<file path="src/rtl/dmem_arb_if.sv">
// Bus bundle between the two data-memory masters, the arbiter and the data memory.
// The arbiter uses the slave view; the masters and memory side use the master view.
interface dmem_arb_if #(
    parameter int ADDR_W = 32,
    parameter int DATA_W = 32
);
    logic              m0_req,    m1_req;
    logic              m0_we,     m1_we;
    logic              m0_lock,   m1_lock;
    logic [ADDR_W-1:0] m0_addr,   m1_addr;
    logic [DATA_W-1:0] m0_wdata,  m1_wdata;
    logic              m0_gnt,    m1_gnt;
    logic              m0_rvalid, m1_rvalid;
    logic [DATA_W-1:0] m0_rdata,  m1_rdata;
    logic [ADDR_W-1:0] mem_addr;
    logic [DATA_W-1:0] mem_wdata;
    logic              mem_rw;
    logic [DATA_W-1:0] mem_rdata;

    modport slave (
        input  m0_req, m1_req, m0_we, m1_we, m0_lock, m1_lock,
        input  m0_addr, m1_addr, m0_wdata, m1_wdata, mem_rdata,
        output m0_gnt, m1_gnt, m0_rvalid, m1_rvalid, m0_rdata, m1_rdata,
        output mem_addr, mem_wdata, mem_rw
    );

    modport master (
        output m0_req, m1_req, m0_we, m1_we, m0_lock, m1_lock,
        output m0_addr, m1_addr, m0_wdata, m1_wdata, mem_rdata,
        input  m0_gnt, m1_gnt, m0_rvalid, m1_rvalid, m0_rdata, m1_rdata,
        input  mem_addr, mem_wdata, mem_rw
    );
endinterface

</file>
<file path="src/rtl/dmem_arb.sv">
// Two-master data-memory arbiter: round-robin with bounded lock ownership,
// combinational grant/mux and a single-cycle registered read return.
module dmem_arb #(
    parameter int ADDR_W   = 32,
    parameter int DATA_W   = 32,
    parameter int MAX_HOLD = 4
) (
    input  logic     clk,
    input  logic     rst,
    dmem_arb_if.slave bus
);
    localparam logic [3:0] HOLD_LIM = 4'(MAX_HOLD - 1);

    logic              last_q,        last_d;
    logic              owner_valid_q, owner_valid_d;
    logic [3:0]        hold_cnt_q,    hold_cnt_d;
    logic              rd_pend_q,     rd_pend_d;
    logic              rd_id_q,       rd_id_d;
    logic [DATA_W-1:0] rdata_q,       rdata_d;

    logic owner_req, owner_lock, lock_hit;
    logic gnt_any, gnt_id, gnt_we;

    always_comb begin
        owner_req  = last_q ? bus.m1_req  : bus.m0_req;
        owner_lock = last_q ? bus.m1_lock : bus.m0_lock;
        lock_hit   = owner_valid_q && owner_req && owner_lock && (hold_cnt_q < HOLD_LIM);
        gnt_any    = 1'b0;
        gnt_id     = 1'b0;
        if (!rst) begin
            if (lock_hit) begin
                gnt_any = 1'b1;
                gnt_id  = last_q;
            end else if (bus.m0_req && bus.m1_req) begin
                gnt_any = 1'b1;
                gnt_id  = ~last_q;
            end else if (bus.m0_req) begin
                gnt_any = 1'b1;
                gnt_id  = 1'b0;
            end else if (bus.m1_req) begin
                gnt_any = 1'b1;
                gnt_id  = 1'b1;
            end
        end
        gnt_we = gnt_id ? bus.m1_we : bus.m0_we;
    end

    assign bus.m0_gnt    = gnt_any & ~gnt_id;
    assign bus.m1_gnt    = gnt_any &  gnt_id;
    assign bus.mem_rw    = ~(gnt_any & gnt_we);
    assign bus.mem_addr  = gnt_any ? (gnt_id ? bus.m1_addr  : bus.m0_addr)  : '0;
    assign bus.mem_wdata = gnt_any ? (gnt_id ? bus.m1_wdata : bus.m0_wdata) : '0;

    // rvalid is masked by rst so a reset right after a read grant swallows the pulse.
    assign bus.m0_rvalid = rd_pend_q & ~rd_id_q & ~rst;
    assign bus.m1_rvalid = rd_pend_q &  rd_id_q & ~rst;
    assign bus.m0_rdata  = rdata_q;
    assign bus.m1_rdata  = rdata_q;

    always_comb begin
        last_d        = last_q;
        owner_valid_d = 1'b0;
        hold_cnt_d    = 4'd0;
        rd_pend_d     = 1'b0;
        rd_id_d       = rd_id_q;
        rdata_d       = rdata_q;
        if (gnt_any) begin
            last_d        = gnt_id;
            owner_valid_d = 1'b1;
            if (owner_valid_q && (gnt_id == last_q)) begin
                hold_cnt_d = (hold_cnt_q == 4'hF) ? 4'hF : hold_cnt_q + 4'd1;
            end
            if (!gnt_we) begin
                rd_pend_d = 1'b1;
                rd_id_d   = gnt_id;
                rdata_d   = bus.mem_rdata;
            end
        end
    end

    always_ff @(posedge clk) begin
        if (rst) begin
            last_q        <= 1'b1;
            owner_valid_q <= 1'b0;
            hold_cnt_q    <= 4'd0;
            rd_pend_q     <= 1'b0;
            rd_id_q       <= 1'b0;
            rdata_q       <= '0;
        end else begin
            last_q        <= last_d;
            owner_valid_q <= owner_valid_d;
            hold_cnt_q    <= hold_cnt_d;
            rd_pend_q     <= rd_pend_d;
            rd_id_q       <= rd_id_d;
            rdata_q       <= rdata_d;
        end
    end
endmodule

</file>
<file path="src/flat_wrapper.sv">
// flat-port wrapper written by rule: the top's interface ports become plain ports
module dmem_arb_flat 
#(
    parameter int ADDR_W   = 32,
    parameter int DATA_W   = 32,
    parameter int MAX_HOLD = 4
)
  (clk, rst, bus_m0_req, bus_m1_req, bus_m0_we, bus_m1_we, bus_m0_lock, bus_m1_lock, bus_m0_addr, bus_m1_addr, bus_m0_wdata, bus_m1_wdata, bus_mem_rdata, bus_m0_gnt, bus_m1_gnt, bus_m0_rvalid, bus_m1_rvalid, bus_m0_rdata, bus_m1_rdata, bus_mem_addr, bus_mem_wdata, bus_mem_rw);
  dmem_arb_if #(.ADDR_W(ADDR_W), .DATA_W(DATA_W)) bus_i ();
  input  logic clk;
  input  logic rst;
  input wire logic [$bits(bus_i.m0_req)-1:0] bus_m0_req;
  input wire logic [$bits(bus_i.m1_req)-1:0] bus_m1_req;
  input wire logic [$bits(bus_i.m0_we)-1:0] bus_m0_we;
  input wire logic [$bits(bus_i.m1_we)-1:0] bus_m1_we;
  input wire logic [$bits(bus_i.m0_lock)-1:0] bus_m0_lock;
  input wire logic [$bits(bus_i.m1_lock)-1:0] bus_m1_lock;
  input wire logic [$bits(bus_i.m0_addr)-1:0] bus_m0_addr;
  input wire logic [$bits(bus_i.m1_addr)-1:0] bus_m1_addr;
  input wire logic [$bits(bus_i.m0_wdata)-1:0] bus_m0_wdata;
  input wire logic [$bits(bus_i.m1_wdata)-1:0] bus_m1_wdata;
  input wire logic [$bits(bus_i.mem_rdata)-1:0] bus_mem_rdata;
  output wire logic [$bits(bus_i.m0_gnt)-1:0] bus_m0_gnt;
  output wire logic [$bits(bus_i.m1_gnt)-1:0] bus_m1_gnt;
  output wire logic [$bits(bus_i.m0_rvalid)-1:0] bus_m0_rvalid;
  output wire logic [$bits(bus_i.m1_rvalid)-1:0] bus_m1_rvalid;
  output wire logic [$bits(bus_i.m0_rdata)-1:0] bus_m0_rdata;
  output wire logic [$bits(bus_i.m1_rdata)-1:0] bus_m1_rdata;
  output wire logic [$bits(bus_i.mem_addr)-1:0] bus_mem_addr;
  output wire logic [$bits(bus_i.mem_wdata)-1:0] bus_mem_wdata;
  output wire logic [$bits(bus_i.mem_rw)-1:0] bus_mem_rw;
  assign bus_i.m0_req = bus_m0_req;
  assign bus_i.m1_req = bus_m1_req;
  assign bus_i.m0_we = bus_m0_we;
  assign bus_i.m1_we = bus_m1_we;
  assign bus_i.m0_lock = bus_m0_lock;
  assign bus_i.m1_lock = bus_m1_lock;
  assign bus_i.m0_addr = bus_m0_addr;
  assign bus_i.m1_addr = bus_m1_addr;
  assign bus_i.m0_wdata = bus_m0_wdata;
  assign bus_i.m1_wdata = bus_m1_wdata;
  assign bus_i.mem_rdata = bus_mem_rdata;
  assign bus_m0_gnt = bus_i.m0_gnt;
  assign bus_m1_gnt = bus_i.m1_gnt;
  assign bus_m0_rvalid = bus_i.m0_rvalid;
  assign bus_m1_rvalid = bus_i.m1_rvalid;
  assign bus_m0_rdata = bus_i.m0_rdata;
  assign bus_m1_rdata = bus_i.m1_rdata;
  assign bus_mem_addr = bus_i.mem_addr;
  assign bus_mem_wdata = bus_i.mem_wdata;
  assign bus_mem_rw = bus_i.mem_rw;
  dmem_arb #(.ADDR_W(ADDR_W), .DATA_W(DATA_W), .MAX_HOLD(MAX_HOLD)) u_core (.clk(clk), .rst(rst), .bus(bus_i));
endmodule
</file>
<file path="config.mk">
export PLATFORM = sky130hd
export DESIGN_NAME = dmem_arb_flat
export DESIGN_NICKNAME = d
export VERILOG_FILES = /design/src/rtl/dmem_arb_if.sv /design/src/rtl/dmem_arb.sv /design/src/flat_wrapper.sv
export SDC_FILE = /design/constraint.sdc
export NUM_CORES = 1
export LEC_CHECK = 0
export ABC_CLOCK_PERIOD_IN_PS = 6000
export CAP_MARGIN = 20
export CORE_AREA = 8 8 111 113
export DETAILED_ROUTE_END_ITERATION = 6
export DIE_AREA = 0 0 119 121
export PLACE_DENSITY = 0.8
export RECOVER_POWER = 50
export SLEW_MARGIN = 25
export SYNTH_ARGS = -nofsm -noshare
export SYNTH_HDL_FRONTEND = slang
export SYNTH_SLANG_ARGS = --single-unit
</file>
<file path="constraint.sdc">
create_clock -name clk -period 6 [get_ports clk]
set_input_delay 1.2 -clock clk [delete_from_list [all_inputs] [get_ports clk]]
set_output_delay 1.2 -clock clk [all_outputs]
set_load 0.1 [all_outputs]
</file>
## Word level (Yosys, flattened, before mapping)

Index checks and enable logic that the tools add are counted.

- Register bits after elaboration: 40
- Input port bits: 168
- Output and inout port bits: 133
- Word-level logic and storage cells: 52

- Add/sub/neg operators: 1
- $lt $le $gt $ge: 1
- Eq/ne operators: 2
- Mux-type cells: 19
- Bitwise operators: 15
- Reduce and logical (&&, ||, !) cells: 8

Operators with widths:

| operator | count |
|---|---|
| 32-bit two-way mux | 4 |
| 1-bit two-way mux | 14 |
| 1-bit NOT | 8 |
| 1-bit AND | 7 |
| 1-bit logical AND | 5 |
| 4-bit by 1-bit adder with 4-bit output (second input constant) | 1 |
| 4-bit == test (second input constant) | 1 |
| 4-bit by 2-bit < comparator with 1-bit output (second input constant) | 1 |
| 4-bit two-way mux | 1 |
| 3-bit OR reduction | 1 |
| 2-bit AND reduction | 1 |
| 2-bit OR reduction | 1 |
| 1-bit == test | 1 |

## Longest topological paths before layout

Gate-level depths: netlist (run 1).

- Word-level depth: 10
- Depth in mapped cells: 8
- Gate-level depth less buffers: 6

## Worst setup path after synthesis (run 1)

OpenSTA, ideal clock, no wires.

- Path kind: in2out
- Start point: in bus_m0_lock
- End point: out bus_m0_gnt
- Arrival: 4.530 ns
- Data required time: 4.800 ns
- Path slack: 0.270 ns
- Stages on the path: 7
- Buffers on the path: 2
- Cell sequence: nand3b_1 -> o21ai_0 -> a21o_1 -> buf_2 -> buf_6 -> inv_1 -> nor3_1

- Cells in the longest elaborated chain, start to end: 7
- Elaborated cells between the ends (all ways): 9

RTL lines:

| what | line | text |
|---|---|---|
| start: declaration | flat_wrapper.sv:16 | `input wire logic [$bits(bus_i.m0_lock)-1:0] bus_m0_lock;` |
| 1-bit two-way mux * | dmem_arb.sv:26 | `owner_lock = last_q ? bus.m1_lock : bus.m0_lock;` |
| 1-bit logical AND * (2 in series) | dmem_arb.sv:27 | `lock_hit = owner_valid_q && owner_req && owner_lock && (hold_cnt_q < HOLD_LIM);` |
| 1-bit two-way mux | dmem_arb.sv:31 | `if (lock_hit) begin` |
| 1-bit two-way mux | dmem_arb.sv:30 | `if (!rst) begin` |
| 1-bit NOT | dmem_arb.sv:48 | `assign bus.m0_gnt = gnt_any & ~gnt_id;` |
| 1-bit AND * | dmem_arb.sv:48 |  |
| end: declaration | flat_wrapper.sv:23 | `output wire logic [$bits(bus_i.m0_gnt)-1:0] bus_m0_gnt;` |

Every way passes the cells marked *; elsewhere a longest branch is shown, timed or not.

## Worst setup path in the final report (run 1)

- Start point: in rst
- End point: out bus_m1_rvalid

- Cells in the longest elaborated chain, start to end: 2

RTL lines:

| what | line | text |
|---|---|---|
| start: declaration | flat_wrapper.sv:11 | `input logic rst;` |
| 1-bit NOT | dmem_arb.sv:56 | `assign bus.m1_rvalid = rd_pend_q & rd_id_q & ~rst;` |
| 1-bit AND | dmem_arb.sv:56 |  |
| end: declaration | flat_wrapper.sv:26 | `output wire logic [$bits(bus_i.m1_rvalid)-1:0] bus_m1_rvalid;` |

Every way passes these cells.

==> results.tsv, run 1 <==
stage	metric	value	unit
logic_synthesis	synth_cell_type_count	34	
detailed_routing	drc_errors	0	
power	power.leakage	3.49	nW
critical_path	crit_family	buffers and inverters	
grt	grt_max_degree	52	
timing	grt_setup_unrepaired	false	
critical_path	r2r_setup_slack	3.01	ns
critical_path	start_kind	input pin	
logic_synthesis	syn_nets	567	
logic_synthesis	synth_area_per_cell	8.30	µm²
timing	fin_hold_ws	0.487	ns
detailed_routing	routed-via-count	3625	
power	switching_power	889	µW
detailed_routing	drt-wirelength-per-cell	18.8	µm
job	cap_violations	1	
clocking	ctsHoldBuffers	0	
clocking	path_clk_slew	0.07	ns
grt	grt_first_pass_wirelength	22000	µm
layout	final_area	0.00686	mm²
placement	postPlaceCellArea	0.00679	mm²
placement	globalplace.congestion	0.933	
die	start_util	0.311	
critical_path	crit_fanout	37	
clocking	cts_resized	0	
timing	layout_worst_path_cycle_share	0.852	
timing	setup_tns	0	ns
placement	hpwl	13100	µm
layout	drive_gt1_frac	0.160	
power	power_per_cell_area	245	mW/mm²
power	internal-power	791	µW
layout	multi_input_area	0.00181	mm²
power	ir_worst_vdd	271	µV
layout	diodes	0	
power	seqPwrFrac	0.183	
status	outcome	finished with violations	
detailed_routing	ant_nets	0	
detailed_routing	vias_per_cell	4.55	
clocking	cts.sink_count	40	
logic_synthesis	synth_warnings	0	
critical_path	worstPathRequired	4.80	ns
power	clkPwrFrac	0.140	
grt	antenna_found_initial	0	
clocking	clkLatencyLatePin	0.31	ns
die	die_h	121	µm
detailed_routing	drt-total-wl	15000	µm
critical_path	critical_path.max_stage_delay	1.25	ns
logic_synthesis	synth_seq_cells	40	
detailed_routing	drt_iter0_markers	160	
layout	fillCellCount	836	
clocking	postCtsSetupBuffers	0	
placement	port_buffers	300	
layout	nets	825	
layout	seqCellArea	801	µm²
layout	final_core_util	0.647	
timing	max_freq	196	MHz
critical_path	r2r_cells	6	
timing	tightest_slew	1.68	ns
timing	post-route-min-period	5.11	ns
timing	timing.slew.headroom	-0.121	
timing	fin_worst_skew	0.0162	ns
critical_path	critical_path_buf_inv_count	4	
die	dieArea	0.0144	mm²
status	failed_checks	max-capacitance violations, max-slew violations	
die	core-area	0.0106	mm²
timing	hold_violations	0	
logic_synthesis	yosysSeqAreaShare	0.243	
clocking	cts_tree	done	
logic_synthesis	syn_area	0.00330	mm²
min_path	hold_path_class	reg2reg	
layout	areaGrowthSynthToFinish	108	%
clocking	cts_root_buf	clkbuf_8	
detailed_routing	drtPass1Iterations	4	
min_path	min_from	u_core.hold_cnt_q[0]	
power	p_comb_frac	0.677	
clocking	cts_max_path_buffers	2	
min_path	min_path_cells	1	
critical_path	regToRegEndpoint	u_core.bus.m0_rdata[15]	
critical_path	cp_slowest_cell	clkbuf_1	
clocking	numCtsBuffers	5	
grt	grt.overflow.total	0	
grt	grt_pass1_vias	3917	
timing	setup_viol	0	
critical_path	worstPathArrival	3.91	ns
logic_synthesis	syn_inst	398	
critical_path	critPathKind	in2out	
min_path	worstHoldEndpoint	u_core.hold_cnt_q[0]	
critical_path	timing.critical_path.cells	dlygate4sd3_1, clkbuf_1, inv_1, and3_1, buf_4	
die	rows	38	
critical_path	end_kind	primary output	
die	ios	301	
timing	drv_slew	38	
clocking	h-tree-depth	2	
power	p_sw_frac	0.529	
die	die_w	119	µm
critical_path	reg2reg_from	u_core.hold_cnt_q[0]	
grt	grt_util_all_layers	0.195	
==> power by group through the flow <==
stage	clock network, mW	logic [mW]	registers (mW)
global route	0.252	1.17	0.312
finish	0.235	1.14	0.308
global placement	0	1.16	0.313
floorplan	0	0.636	0.469
detailed placement	0	1.17	0.316
CTS	0.241	1.17	0.310
==> routing by layer <==
layer / vias up / track usage / share of wire
li1: 1739 / - / -
met1: 1683 / 0.191 / 0.36
met2: 186 / 0.370 / 0.53
met3: 17 / 0.0745 / 0.092
met4: 0 / 0.0625 / 0.022
met5: - / 0 / 0
==> metrics by stage <==
stage,setup WS [ns],power [mW],std cells
final,0.885,1.68,797
after floorplan,0.270,1.10,398
after global placement,1.04,1.47,789
after CTS,0.939,1.72,797
after detailed placement,0.956,1.48,789
after global routing,0.682,1.73,797
==> sequential cells by signal, summed over array words and instances (netlist names) <==
register	count
u_core.bus.m0_rdata	32
u_core.last_q	1
u_core.rd_id_q	1
u_core.hold_cnt_q	4
u_core.owner_valid_q	1
u_core.rd_pend_q	1
==> worst register-to-register path: stages, from the launching register on <==
cell     delay, ns
dfxtp_1       0.33
ha_1          0.28
nor4b_1       0.42
nand4_1       0.35
a32oi_4       0.75
buf_4         0.41
mux2_2        0.36
==> cells in the final DEF, fill, tap and decap left out, types with 2 or more instances in the layout <==
cell type	count
mux2_4	15
o21ai_0	6
mux2i_1	64
clkdlybuf4s50_1	166
mux2_1	14
a21boi_0	3
nor2b_1	32
inv_1	70
nand3_1	4
nor2_1	2
dfxtp_1	40
buf_12	66
nor3_1	5
buf_4	7
nand2_1	65
mux2_2	3
clkbuf_8	6
dlygate4sd3_1	65
and3_1	3
==> Yosys cell counts, drive strengths merged <==
| master | number | area [µm²] |
|---|---|---|
| mux2i | 64 | 641 |
| nor3 | 5 | 25.0 |
| o211ai | 1 | 7.51 |
| a31oi | 1 | 6.26 |
| nand2 | 65 | 244 |
| dfxtp | 40 | 801 |
| buf | 43 | 350 |
| nor2b | 32 | 200 |
| a32oi | 1 | 27.5 |
| o211a | 1 | 10.0 |
| a41o | 1 | 10.0 |
| a211oi | 1 | 7.51 |
| or4b | 1 | 13.8 |
| ha | 1 | 12.5 |
| nand3 | 4 | 20.0 |
| and3 | 3 | 18.8 |
| a2111oi | 1 | 8.76 |
| a31o | 1 | 8.76 |
| nand4 | 1 | 6.26 |
| mux2 | 32 | 469 |
| a21oi | 1 | 5.00 |
| a21boi | 3 | 22.5 |
| nor2 | 3 | 11.3 |
| a21o | 1 | 7.51 |
| o21ai | 6 | 30.0 |
| o21ba | 1 | 10.0 |
| nand3b | 1 | 7.51 |
| nor3b | 1 | 7.51 |
| inv | 70 | 263 |
| clkbuf | 11 | 41.3 |
| nor4b | 1 | 8.76 |
==> area by class of cell <==
cell class | instances | area share
Clock inverter | 2 | 0.00565
Tap cell | 140 | 0.0255
Timing Repair Buffer | 305 | 0.538
Clock buffer | 6 | 0.0120
Sequential cell | 40 | 0.117
Inverter | 70 | 0.0383
Multi-Input combinational cell | 234 | 0.264
==> how the worst max path moves through the flow <==
stage	end	from	cells after the start
finish	bus_m1_rvalid	rst	5
global route	bus_m1_rvalid	rst	5
CTS	bus_mem_addr[22]	bus_m0_req	7
detailed placement	bus_mem_addr[22]	bus_m0_req	7
global placement	bus_mem_addr[24]	bus_m0_req	7
floorplan	bus_m0_gnt	bus_m0_lock	7
==> logic make-up (layout without fill, tap and decap cells) <==
group                    after synthesis  in the layout  synth area share
flip-flops                            40             40             0.243
buffers and inverters                124            383             0.198
adder cells (fa/ha/maj)                1              1           0.00379
AO/OA/AOI/OAI                         20             20            0.0489
AND/OR/NAND/NOR                      117            117             0.171
multiplexers                          96             96             0.336
(Power assumes the default switching activity.)
==> run 2, diff against run 1 <==
- PLACE_DENSITY: 0.8 -> 0.85
- SETUP_SLACK_MARGIN: not set -> 0.4
==> run 2 against run 1 <==
  * The flow still finishes with violations (max-capacitance violations, max-slew violations)
  * Cell area fell by 0.80%
  * Utilization fell by 0.52 points
  * Clock power fell by 27%
  * Worst hold slack improved by 0.048 ns
  * Die area did not move
  * Cell count fell by 0.13%
  * Global-route usage fell by 0.086 points
  * Via count fell by 0.50%
  * Critical endpoint is now bus_mem_wdata[15]
  * Highest routed layer is now met5
==> results.tsv, run 2 (same netlist as run 1, synthesis figures left out) <==
stage	metric	value	unit	change
job	cap_violations	1		unchanged
critical_path	start_kind	input pin		
die	rows	38		unchanged
grt	grt_first_pass_wirelength	22000	µm	+0.16%
grt	grt_util_all_layers	0.194		-0.000860
timing	setup_tns	0	ns	unchanged
layout	seqCellArea	801	µm²	unchanged
layout	largest_reg_flops	32		unchanged
critical_path	timing.critical_path.cells	dlygate4sd3_1, nor2_1, nor2_1, buf_4, nand2_1, mux2i_1, buf_12		
layout	multi_input_area	0.00181	mm²	-0.14%
die	ios	301		unchanged
clocking	cts.sink_count	40		unchanged
layout	nets	825		unchanged
clocking	cts_tree	done		
critical_path	worstPathArrival	4.06	ns	+0.15 ns
detailed_routing	dr_wl_met2	7780	µm	-2.1%
grt	grt.overflow.total	0		unchanged
die	start_util	0.311		unchanged
grt	grt_max_degree	64		+23%
detailed_routing	routed-via-count	3607		-0.50%
layout	drive_gt1_frac	0.159		-0.00128
critical_path	critical_path.max_stage_delay	0.95	ns	-0.30 ns
timing	timing.slew.headroom	-0.430		-0.310
timing	hold_violations	0		unchanged
timing	tightest_slew	2.15	ns	+0.465 ns
clocking	cts_root_buf	clkbuf_8		
timing	grt_setup_unrepaired	false		
detailed_routing	drt_iter0_markers	220		+38%
power	power.leakage	3.46	nW	-0.71%
critical_path	end_kind	primary output		
timing	drv_slew	34		-11%
detailed_routing	drtPass1Iterations	4		unchanged
detailed_routing	highest_layer	met5		
layout	final_cell_mix	clkdlybuf4s50_1 (166), inv_1 (70), nand2_1 (65), dlygate4sd3_1 (65), buf_12 (65)		
grt	grt_pass1_vias	3881		-0.92%
clocking	path_clk_slew	0.08	ns	about the same
clocking	ctsHoldBuffers	0		unchanged
timing	fin_worst_skew	0.00635	ns	-0.00982 ns
layout	fillCellCount	801		-4.2%
detailed_routing	wl_met3	1460	µm	+5.5%
critical_path	worstPathRequired	4.80	ns	about the same
detailed_routing	ant_nets	0		unchanged
clocking	clkLatencyLatePin	0.29	ns	-0.02 ns
die	dieArea	0.0144	mm²	unchanged
clocking	cts_resized	0		unchanged
detailed_routing	met1_length	5250	µm	-1.8%
clocking	postCtsSetupBuffers	0		unchanged
layout	layout_commonest_cell	clkdlybuf4s50_1		
die	die_w	119	µm	unchanged
min_path	hold_path_class	reg2reg		
critical_path	critical_path_buf_inv_count	3		-1
placement	hpwl	13100	µm	about the same
critical_path	cp_slowest_cell	nor2_1		
timing	setup_viol	0		unchanged
critical_path	crit_fanout	28		-24%
detailed_routing	drt-total-wl	14900	µm	-0.89%
die	core-area	0.0106	mm²	unchanged
critical_path	crit_top_cell	nor2_1		
detailed_routing	drt-wirelength-per-cell	18.7	µm	-0.77%
power	power_per_cell_area	238	mW/mm²	-2.9%
power	ir_worst_vdd	149	µV	-45%
placement	globalplace.congestion	0.910		-2.5%
clocking	h-tree-depth	2		unchanged
timing	layout_worst_path_cycle_share	0.876		+0.0237
status	outcome	finished with violations		
timing	max_freq	190	MHz	-2.7%
status	failed_checks	max-capacitance violations, max-slew violations		
critical_path	crit_family	buffers and inverters		
clocking	numCtsBuffers	5		unchanged
detailed_routing	vias_per_cell	4.53		-0.37%
layout	diodes	0		unchanged
grt	antenna_found_initial	3		+3
clocking	cts_max_path_buffers	2		unchanged
layout	final_core_util	0.642		-0.00519
placement	port_buffers	300		unchanged
timing	fin_hold_ws	0.534	ns	+0.0475 ns
layout	areaGrowthSynthToFinish	106	%	
detailed_routing	drc_errors	0		unchanged
critical_path	critPathKind	in2out		
timing	post-route-min-period	5.26	ns	+0.142 ns
die	die_h	121	µm	unchanged
power	power	1.62	mW	-3.7%
==> run 2: worst register-to-register path, cell delays in order (launching register included) <==
cell	delay (ns)
dfxtp_1	0.34
ha_1	0.29
or4b_4	0.55
o211a_1	0.29
a32oi_4	0.18
clkbuf_1	1.56
mux2_2	0.46
==> run 2: layout make-up <==
class / count / area share
inverter: 70 / 0.0386
clock inverter: 2 / 0.00184
tap: 140 / 0.0257
timing repair buffer: 305 / 0.540
sequential: 40 / 0.118
multi-input combinational: 234 / 0.266
clock buffer: 5 / 0.0101
==> run 2: through the flow <==
step | worst slack (ns) | instance area, µm² | instances
6_report | 0.743 | 6800 | 796
3_5_place_dp | 0.874 | 6790 | 789
2_1_floorplan | 0.890 | 3310 | 398
5_1_grt | 0.440 | 6800 | 796
4_1_cts | 0.867 | 6870 | 796
3_3_place_gp | 0.960 | 6790 | 789
==> run 2: worst paths after layout <==
kind	start	endpoint	slack [ns]	cells past startpoint
worst max-delay path	bus_m1_req	bus_mem_wdata[15]	0.74	7
worst min-delay path	u_core.hold_cnt_q[0]	u_core.hold_cnt_q[0]	0.53	1
worst max register to register	u_core.hold_cnt_q[0]	u_core.bus.m0_rdata[16]	2.21	6
worst min register to register	u_core.hold_cnt_q[0]	u_core.hold_cnt_q[0]	0.53	1
==> run 2: report_power, final <==
group          internal (mW)  leakage (nW)  total (mW)  switching [mW]
clock                 0.0787        0.0400       0.172          0.0931
combinational          0.366          3.09        1.14           0.772
sequential             0.290         0.330       0.307          0.0172
total                  0.735          3.46        1.62           0.882
==> run 2: per-layer routing <==
layer | track usage | vias up
li1 | - | 1744
met1 | 0.195 | 1622
met2 | 0.365 | 211
met3 | 0.0749 | 24
met4 | 0.0545 | 6
met5 | 0 | -
